**config.mk**
```make
export PLATFORM = sky130hd
export DESIGN_NAME = vtg_gen
export DESIGN_NICKNAME = d
export VERILOG_FILES = /design/src/rtl/vtg_pkg.sv /design/src/rtl/vtg_edge_det.sv /design/src/rtl/vtg_gen.sv
export SDC_FILE = /design/constraint.sdc
export NUM_CORES = 1
export LEC_CHECK = 0
export ABC_CLOCK_PERIOD_IN_PS = 2500
export CAP_MARGIN = 20
export CORE_MARGIN = 1
export CORE_UTILIZATION = 38
export DETAILED_ROUTE_END_ITERATION = 12
export MAX_ROUTING_LAYER = met4
export SYNTH_ARGS = -nofsm -noshare
export SYNTH_HDL_FRONTEND = slang
export SYNTH_SLANG_ARGS = --single-unit
```
**constraint.sdc**
```tcl
create_clock -name I_clk -period 2.5 [get_ports I_clk]
set_input_delay 0.75 -clock I_clk [delete_from_list [all_inputs] [get_ports I_clk]]
set_output_delay 0.75 -clock I_clk [all_outputs]
set_load 0.01 [all_outputs]
```
**src/rtl/vtg_pkg.sv**
```systemverilog
// vtg_pkg: shared constants and types for the video timing generator.
// Holds standard mode timings, the counter width and the region/state types.
package vtg_pkg;

  // Counter width; both horizontal and vertical totals must fit in 2**CNT_W
  localparam int CNT_W = 12;
  localparam int EXT_W = CNT_W + 1;

  // 1280x720 @ 60 Hz (74.25 MHz pixel clock)
  localparam int M720P60_H_ACT  = 1280;
  localparam int M720P60_H_FP   = 110;
  localparam int M720P60_H_SYNC = 40;
  localparam int M720P60_H_BP   = 220;
  localparam int M720P60_V_ACT  = 720;
  localparam int M720P60_V_FP   = 5;
  localparam int M720P60_V_SYNC = 5;
  localparam int M720P60_V_BP   = 20;

  // 1920x1080 @ 60 Hz (148.5 MHz pixel clock)
  localparam int M1080P60_H_ACT  = 1920;
  localparam int M1080P60_H_FP   = 88;
  localparam int M1080P60_H_SYNC = 44;
  localparam int M1080P60_H_BP   = 148;
  localparam int M1080P60_V_ACT  = 1080;
  localparam int M1080P60_V_FP   = 4;
  localparam int M1080P60_V_SYNC = 5;
  localparam int M1080P60_V_BP   = 36;

  // Region of a line or a frame, in the order they occur
  typedef enum logic [1:0] {
    RG_ACTIVE = 2'd0,
    RG_FP     = 2'd1,
    RG_SYNC   = 2'd2,
    RG_BP     = 2'd3
  } region_t;

  // Run state of the generator
  typedef enum logic {
    ST_IDLE = 1'b0,
    ST_RUN  = 1'b1
  } state_t;

  // Classify a counter position given the start of each later region.
  // Positions are one bit wider so a region boundary equal to 2**CNT_W works.
  function automatic region_t region_of(input logic [EXT_W-1:0] pos,
                                        input logic [EXT_W-1:0] fp_start,
                                        input logic [EXT_W-1:0] sync_start,
                                        input logic [EXT_W-1:0] bp_start);
    region_t r;
    if (pos < fp_start)        r = RG_ACTIVE;
    else if (pos < sync_start) r = RG_FP;
    else if (pos < bp_start)   r = RG_SYNC;
    else                       r = RG_BP;
    return r;
  endfunction

endpackage

```
**src/rtl/vtg_edge_det.sv**
```systemverilog
// vtg_edge_det: rising-edge detector for the external frame lock request.
// Compares the live input with its previous registered sample.
module vtg_edge_det (
  input  logic clk,
  input  logic rst,
  input  logic din,
  output logic rise
);

  logic prev;

  // Remember the previous sample of the input
  always_ff @(posedge clk or posedge rst) begin
    if (rst) prev <= 1'b0;
    else     prev <= din;
  end

  assign rise = din & ~prev;

endmodule

```
**src/rtl/vtg_gen.sv**
```systemverilog
// vtg_gen: video timing generator producing hsync, vsync, data enable,
// a one-cycle frame-start pulse and active pixel coordinates.
// Optional feature macro: VTG_FRAME_LOCK_EN adds I_fs_ext, whose rising edge
// restarts the frame at (0,0).
module vtg_gen
  import vtg_pkg::*;
#(
  parameter int H_ACT  = 1920,
  parameter int H_FP   = 88,
  parameter int H_SYNC = 44,
  parameter int H_BP   = 148,
  parameter int V_ACT  = 1080,
  parameter int V_FP   = 4,
  parameter int V_SYNC = 5,
  parameter int V_BP   = 36,
  parameter int HS_POL = 1,
  parameter int VS_POL = 1
) (
  input  logic             I_clk,
  input  logic             I_rst,
  input  logic             I_en,
`ifdef VTG_FRAME_LOCK_EN
  input  logic             I_fs_ext,
`endif
  output logic             O_hs,
  output logic             O_vs,
  output logic             O_de,
  output logic             O_fs,
  output logic [CNT_W-1:0] O_x,
  output logic [CNT_W-1:0] O_y
);

  localparam int H_TOT = H_ACT + H_FP + H_SYNC + H_BP;
  localparam int V_TOT = V_ACT + V_FP + V_SYNC + V_BP;

  localparam logic [CNT_W-1:0] H_LAST = CNT_W'(H_TOT - 1);
  localparam logic [CNT_W-1:0] V_LAST = CNT_W'(V_TOT - 1);

  localparam logic [EXT_W-1:0] H_FP_START   = EXT_W'(H_ACT);
  localparam logic [EXT_W-1:0] H_SYNC_START = EXT_W'(H_ACT + H_FP);
  localparam logic [EXT_W-1:0] H_BP_START   = EXT_W'(H_ACT + H_FP + H_SYNC);
  localparam logic [EXT_W-1:0] V_FP_START   = EXT_W'(V_ACT);
  localparam logic [EXT_W-1:0] V_SYNC_START = EXT_W'(V_ACT + V_FP);
  localparam logic [EXT_W-1:0] V_BP_START   = EXT_W'(V_ACT + V_FP + V_SYNC);

  localparam logic HS_ON = (HS_POL != 0);
  localparam logic VS_ON = (VS_POL != 0);

  state_t           state;
  state_t           state_next;
  logic             run;
  logic             lock;
  logic [CNT_W-1:0] h_cnt;
  logic [CNT_W-1:0] v_cnt;
  logic [CNT_W-1:0] h_next;
  logic [CNT_W-1:0] v_next;
  region_t          h_region;
  region_t          v_region;
  logic             de_c;
  logic             hs_c;
  logic             vs_c;
  logic             fs_c;

  // FSM state register
  always_ff @(posedge I_clk or posedge I_rst) begin
    if (I_rst) state <= ST_IDLE;
    else       state <= state_next;
  end

  // FSM next state: the enable input alone selects IDLE or RUN
  always_comb begin
    state_next = ST_IDLE;
    case (state)
      ST_IDLE: state_next = I_en ? ST_RUN : ST_IDLE;
      ST_RUN:  state_next = I_en ? ST_RUN : ST_IDLE;
      default: state_next = ST_IDLE;
    endcase
  end

  // FSM output: the counters advance and outputs are live whenever the
  // machine is (or is entering) RUN, so the first enabled cycle counts (0,0)
  always_comb begin
    run = 1'b0;
    if (state_next == ST_RUN) run = 1'b1;
  end

`ifdef VTG_FRAME_LOCK_EN
  logic fs_rise;

  vtg_edge_det u_edge_det (
    .clk  (I_clk),
    .rst  (I_rst),
    .din  (I_fs_ext),
    .rise (fs_rise)
  );

  // A restart while already at (0,0) would duplicate the frame start
  assign lock = fs_rise && run && ((h_cnt != '0) || (v_cnt != '0));
`else
  assign lock = 1'b0;
`endif

  // Next counter values: hold at origin when idle or locking, else raster scan
  always_comb begin
    h_next = '0;
    v_next = '0;
    if (run && !lock) begin
      if (h_cnt == H_LAST) begin
        h_next = '0;
        v_next = (v_cnt == V_LAST) ? '0 : v_cnt + 1'b1;
      end else begin
        h_next = h_cnt + 1'b1;
        v_next = v_cnt;
      end
    end
  end

  // Pixel and line counters
  always_ff @(posedge I_clk or posedge I_rst) begin
    if (I_rst) begin
      h_cnt <= '0;
      v_cnt <= '0;
    end else begin
      h_cnt <= h_next;
      v_cnt <= v_next;
    end
  end

  // Decode the current position into line/frame regions
  always_comb begin
    h_region = region_of({1'b0, h_cnt}, H_FP_START, H_SYNC_START, H_BP_START);
    v_region = region_of({1'b0, v_cnt}, V_FP_START, V_SYNC_START, V_BP_START);
    de_c     = (h_region == RG_ACTIVE) && (v_region == RG_ACTIVE);
    hs_c     = (h_region == RG_SYNC);
    vs_c     = (v_region == RG_SYNC);
    fs_c     = (h_cnt == '0) && (v_cnt == '0);
  end

  // Registered output stage, one cycle behind the counters
  always_ff @(posedge I_clk or posedge I_rst) begin
    if (I_rst) begin
      O_hs <= ~HS_ON;
      O_vs <= ~VS_ON;
      O_de <= 1'b0;
      O_fs <= 1'b0;
      O_x  <= '0;
      O_y  <= '0;
    end else if (!run) begin
      O_hs <= ~HS_ON;
      O_vs <= ~VS_ON;
      O_de <= 1'b0;
      O_fs <= 1'b0;
      O_x  <= '0;
      O_y  <= '0;
    end else begin
      O_hs <= hs_c ? HS_ON : ~HS_ON;
      O_vs <= vs_c ? VS_ON : ~VS_ON;
      O_de <= de_c;
      O_fs <= fs_c;
      O_x  <= de_c ? h_cnt : '0;
      O_y  <= de_c ? v_cnt : '0;
    end
  end

endmodule

```
==> results of run 1 <==
==> where the power goes <==
part	switching, W	internal, W
sequential	0.0000144	0.000855
combinational	0.0000536	0.0000405
clock	0.000275	0.000327
total	0.000343	0.00122
==> worst register-to-register path, stage by stage, from the launching register on <==
cell and delay [ps]:
dfrtp_1 460, or4_4 540, o41a_2 570, buf_4 210, or3_1 350, a21oi_1 140
==> per-layer routing <==
| layer | routed length, um | up-vias | global-route usage (%) |
|---|---|---|---|
| met2 | 1990 | 44 | 23.5 |
| met4 | 35 | 0 | 5.36 |
| li1 | - | 847 | - |
| met5 | 0 | - | - |
| met1 | 2370 | 836 | 24.1 |
| met3 | 191 | 4 | 3.41 |
==> cell type report <==
| type | instances | area share, % |
|---|---|---|
| Clock buffer | 6 | 2.90 |
| Tap cell | 75 | 3.30 |
| Sequential cell | 52 | 45.7 |
| Multi-Input combinational cell | 151 | 32.6 |
| Clock inverter | 2 | 1.36 |
| Timing Repair Buffer | 37 | 12.8 |
| Inverter | 10 | 1.32 |
==> repair_timing <==
item | in CTS | in global routing
resized for setup | 0 | 1
hold endpoints to repair | 0 | 0
setup endpoints to repair | 0 | 2
hold buffers | 0 | 0
==> final timing paths <==
check,to,slack [ps],cells after the start
setup / recovery,v_cnt[10],160,5
hold / removal,h_cnt[0],510,1
setup reg to reg,v_cnt[10],160,5
hold reg to reg,h_cnt[0],510,1
max in group asynchronous,h_cnt[11],1240,3
min in group asynchronous,O_de,760,2
==> cells in the mapped netlist, drive strengths merged, types with 2 or more instances <==
cell and instances:
a21oi 10, and2 9, and3 18, and4 2
buf 3, clkbuf 12, dfrtp 52, ha 4
inv 10, nand2 11, nand3 12, nand4 9
nor2 19, nor3 6, nor4 2, nor4b 2
o21ai 8, o31ai 3, o41ai 2, or2 2
or3 7, or4 4, xnor2 9
==> stage by stage <==
| step | setup WS (ps) | cell area (sq um) |
|---|---|---|
| final | 163 | 2850 |
| after detailed placement | 159 | 2720 |
| after global placement | 206 | 2720 |
| after floorplan | 361 | 2340 |
| after CTS | 148 | 2850 |
| after global routing | 46.0 | 2850 |
==> registers in the layout, summed over array words and instances, names as in the netlist <==
register	cells
O_y	12
O_hs	1
O_de	1
O_vs	1
v_cnt	12
O_fs	1
h_cnt	12
O_x	12
==> cells by family (layout without fill, tap and decap cells) <==
family          Yosys count  in the layout  share of synthesized area, %
fa+ha+maj                 4              4                          2.14
buf+inv                  25             55                          4.87
xor+xnor                 10             10                          3.75
simple gates            108            108                          26.1
compound gates           27             27                          7.28
flops                    52             52                          55.7
other cells               1              2                         0.160
==> run_results.csv, run 1 <==
group,metric,value,unit
status,status,"finished clean",
synth,syn_avg_cell_area,10.3,sq um
setup_path,r2r_start,"h_cnt[5]",
timing,fin_crit,2340,ps
synth,yosysTopAreaCellShare,55.7,%
global_routing,grt_overflow,0,
route,drc,0,
synth,yosysSeqAreaShare,55.7,%
setup_path,critical_path.max_stage_delay,570,ps
global_routing,first_global_vias,1629,
synth,yosysWarnings,0,
clock_tree,cts_buffer_depth,2,
clock_tree,cts.sink_count,52,
cells_and_area,seq_area,1300,sq um
cells_and_area,final_common_cell,"dfrtp_1",
clock_tree,cts-root-buf,"clkbuf_8",
place,io_buffer_count,30,
cells_and_area,n_fill_cell,572,
synth,yosys_register_bits,52,
timing,finalCritPeriodShare,93.5,%
floorplanning,ios,31,
timing,rsz0062_at_grt,"false",
place,place_inst,325,
cells_and_area,final_nets,264,
floorplanning,die_h,80.4,um
power,peakVddDrop,0.352,mV
global_routing,grt_antenna_before_repair,0,
clock_tree,numCtsBuffers,5,
place,gp_congestion,0.860,
floorplanning,core_area,5920,sq um
clock_tree,clk_pin_slew,90,ps
floorplanning,start_util,39.5,%
hold_path,holdCritPathClass,"reg2reg",
synth,synth-main-ff-cell,"dfrtp_1",
floorplanning,fp.dieW,80.4,um
setup_path,path_class,"reg2reg",
cells_and_area,area.growth.synth_to_final,21.8,%
global_routing,grt_pass1_wl,8080,um
place,hpwl,3240,um
hold_path,min_from,"h_cnt[0]",
power,power.leakage,1.26,nW
cells_and_area,num_antenna_cells,0,
timing,slew_viol_final,0,
clock_tree,clock_latency,300,ps
setup_path,startpoint,"h_cnt[5]",
cells_and_area,multiInputGateArea,927,sq um
synth,ys_top_cells_by_area,"dfrtp_1 56%, and3_1 4.6%, xnor2_1 3.4%",
job,maxCapViolations,0,
timing,clock_skew,5.22,ps
timing,fin_tns_setup,0,ps
synth,syn_area,2340,sq um
cells_and_area,final_core_util,48.1,%
setup_path,cp_data_required_time,2740,ps
cells_and_area,final_layout_size_suffix_gt1_share,9.69,%
timing,finalHoldViolations,0,
route,vias,1731,
timing,timing.fmax,428,MHz
clock_tree,cts_tree,"built",
clock_tree,cts_setup_buffers,0,
synth,postSynthCellCount,227,
route,wirelength,4580,um
synth,synth_edf_count,0,
synth,synth-async-reset-ratio,100,%
setup_path,crit_family,"simple AND/OR/NAND/NOR gates",
global_routing,gr-usage-all-layers,16.8,%
route,drt_iter0_drc,143,
route,wl_per_cell,13.8,um
global_routing,grt_max_degree,34,
cells_and_area,fin_cells,333,
setup_path,critPathLaunchType,"flip-flop",
synth,yosysUniqueCellTypes,42,
power,power.density,550,nW/um^2
timing,fin_hold_ws,505,ps
setup_path,crit_path_end_kind,"flip-flop",
route,ant_nets,0,
setup_path,cp.arrival,2570,ps
synth,synth.largest_area_cell,"dfrtp_1",
cells_and_area,final_cell_mix,"52 x dfrtp_1, 30 x clkdlybuf4s50_1, 19 x nor2_1, 17 x and3_1, 12 x nand3_1",
power,power,0.00157,W
route,first_pass_iters,4,
setup_path,critPathSlowestCell,"o41a_2",
route,post_drt_via_cell_ratio,5.20,
setup_path,worstPathMaxFanout,14,
timing,finalSetupViolations,0,
clock_tree,h-tree-depth,2,
floorplanning,num_rows,28,
floorplanning,die_area,6470,sq um
setup_path,path_buf_inv,1,
setup_path,crit_chain,"or4_4 -> o41a_2 -> buf_4 -> or3_1 -> a21oi_1",
(Power assumes the default switching activity.)
==> run 2: changes to the inputs <==
--- a/config.mk
+++ b/config.mk
@@ -9,6 +9,7 @@
 export CAP_MARGIN = 20
 export CORE_MARGIN = 1
 export CORE_UTILIZATION = 38
+export CTS_BUF_LIST = sky130_fd_sc_hd__clkbuf_4 sky130_fd_sc_hd__clkbuf_8 sky130_fd_sc_hd__clkbuf_16
 export DETAILED_ROUTE_END_ITERATION = 12
 export MAX_ROUTING_LAYER = met4
 export SYNTH_ARGS = -nofsm -noshare
==> results of run 2 <==
Final layout, timing and power as in run 1 (identical DEF).
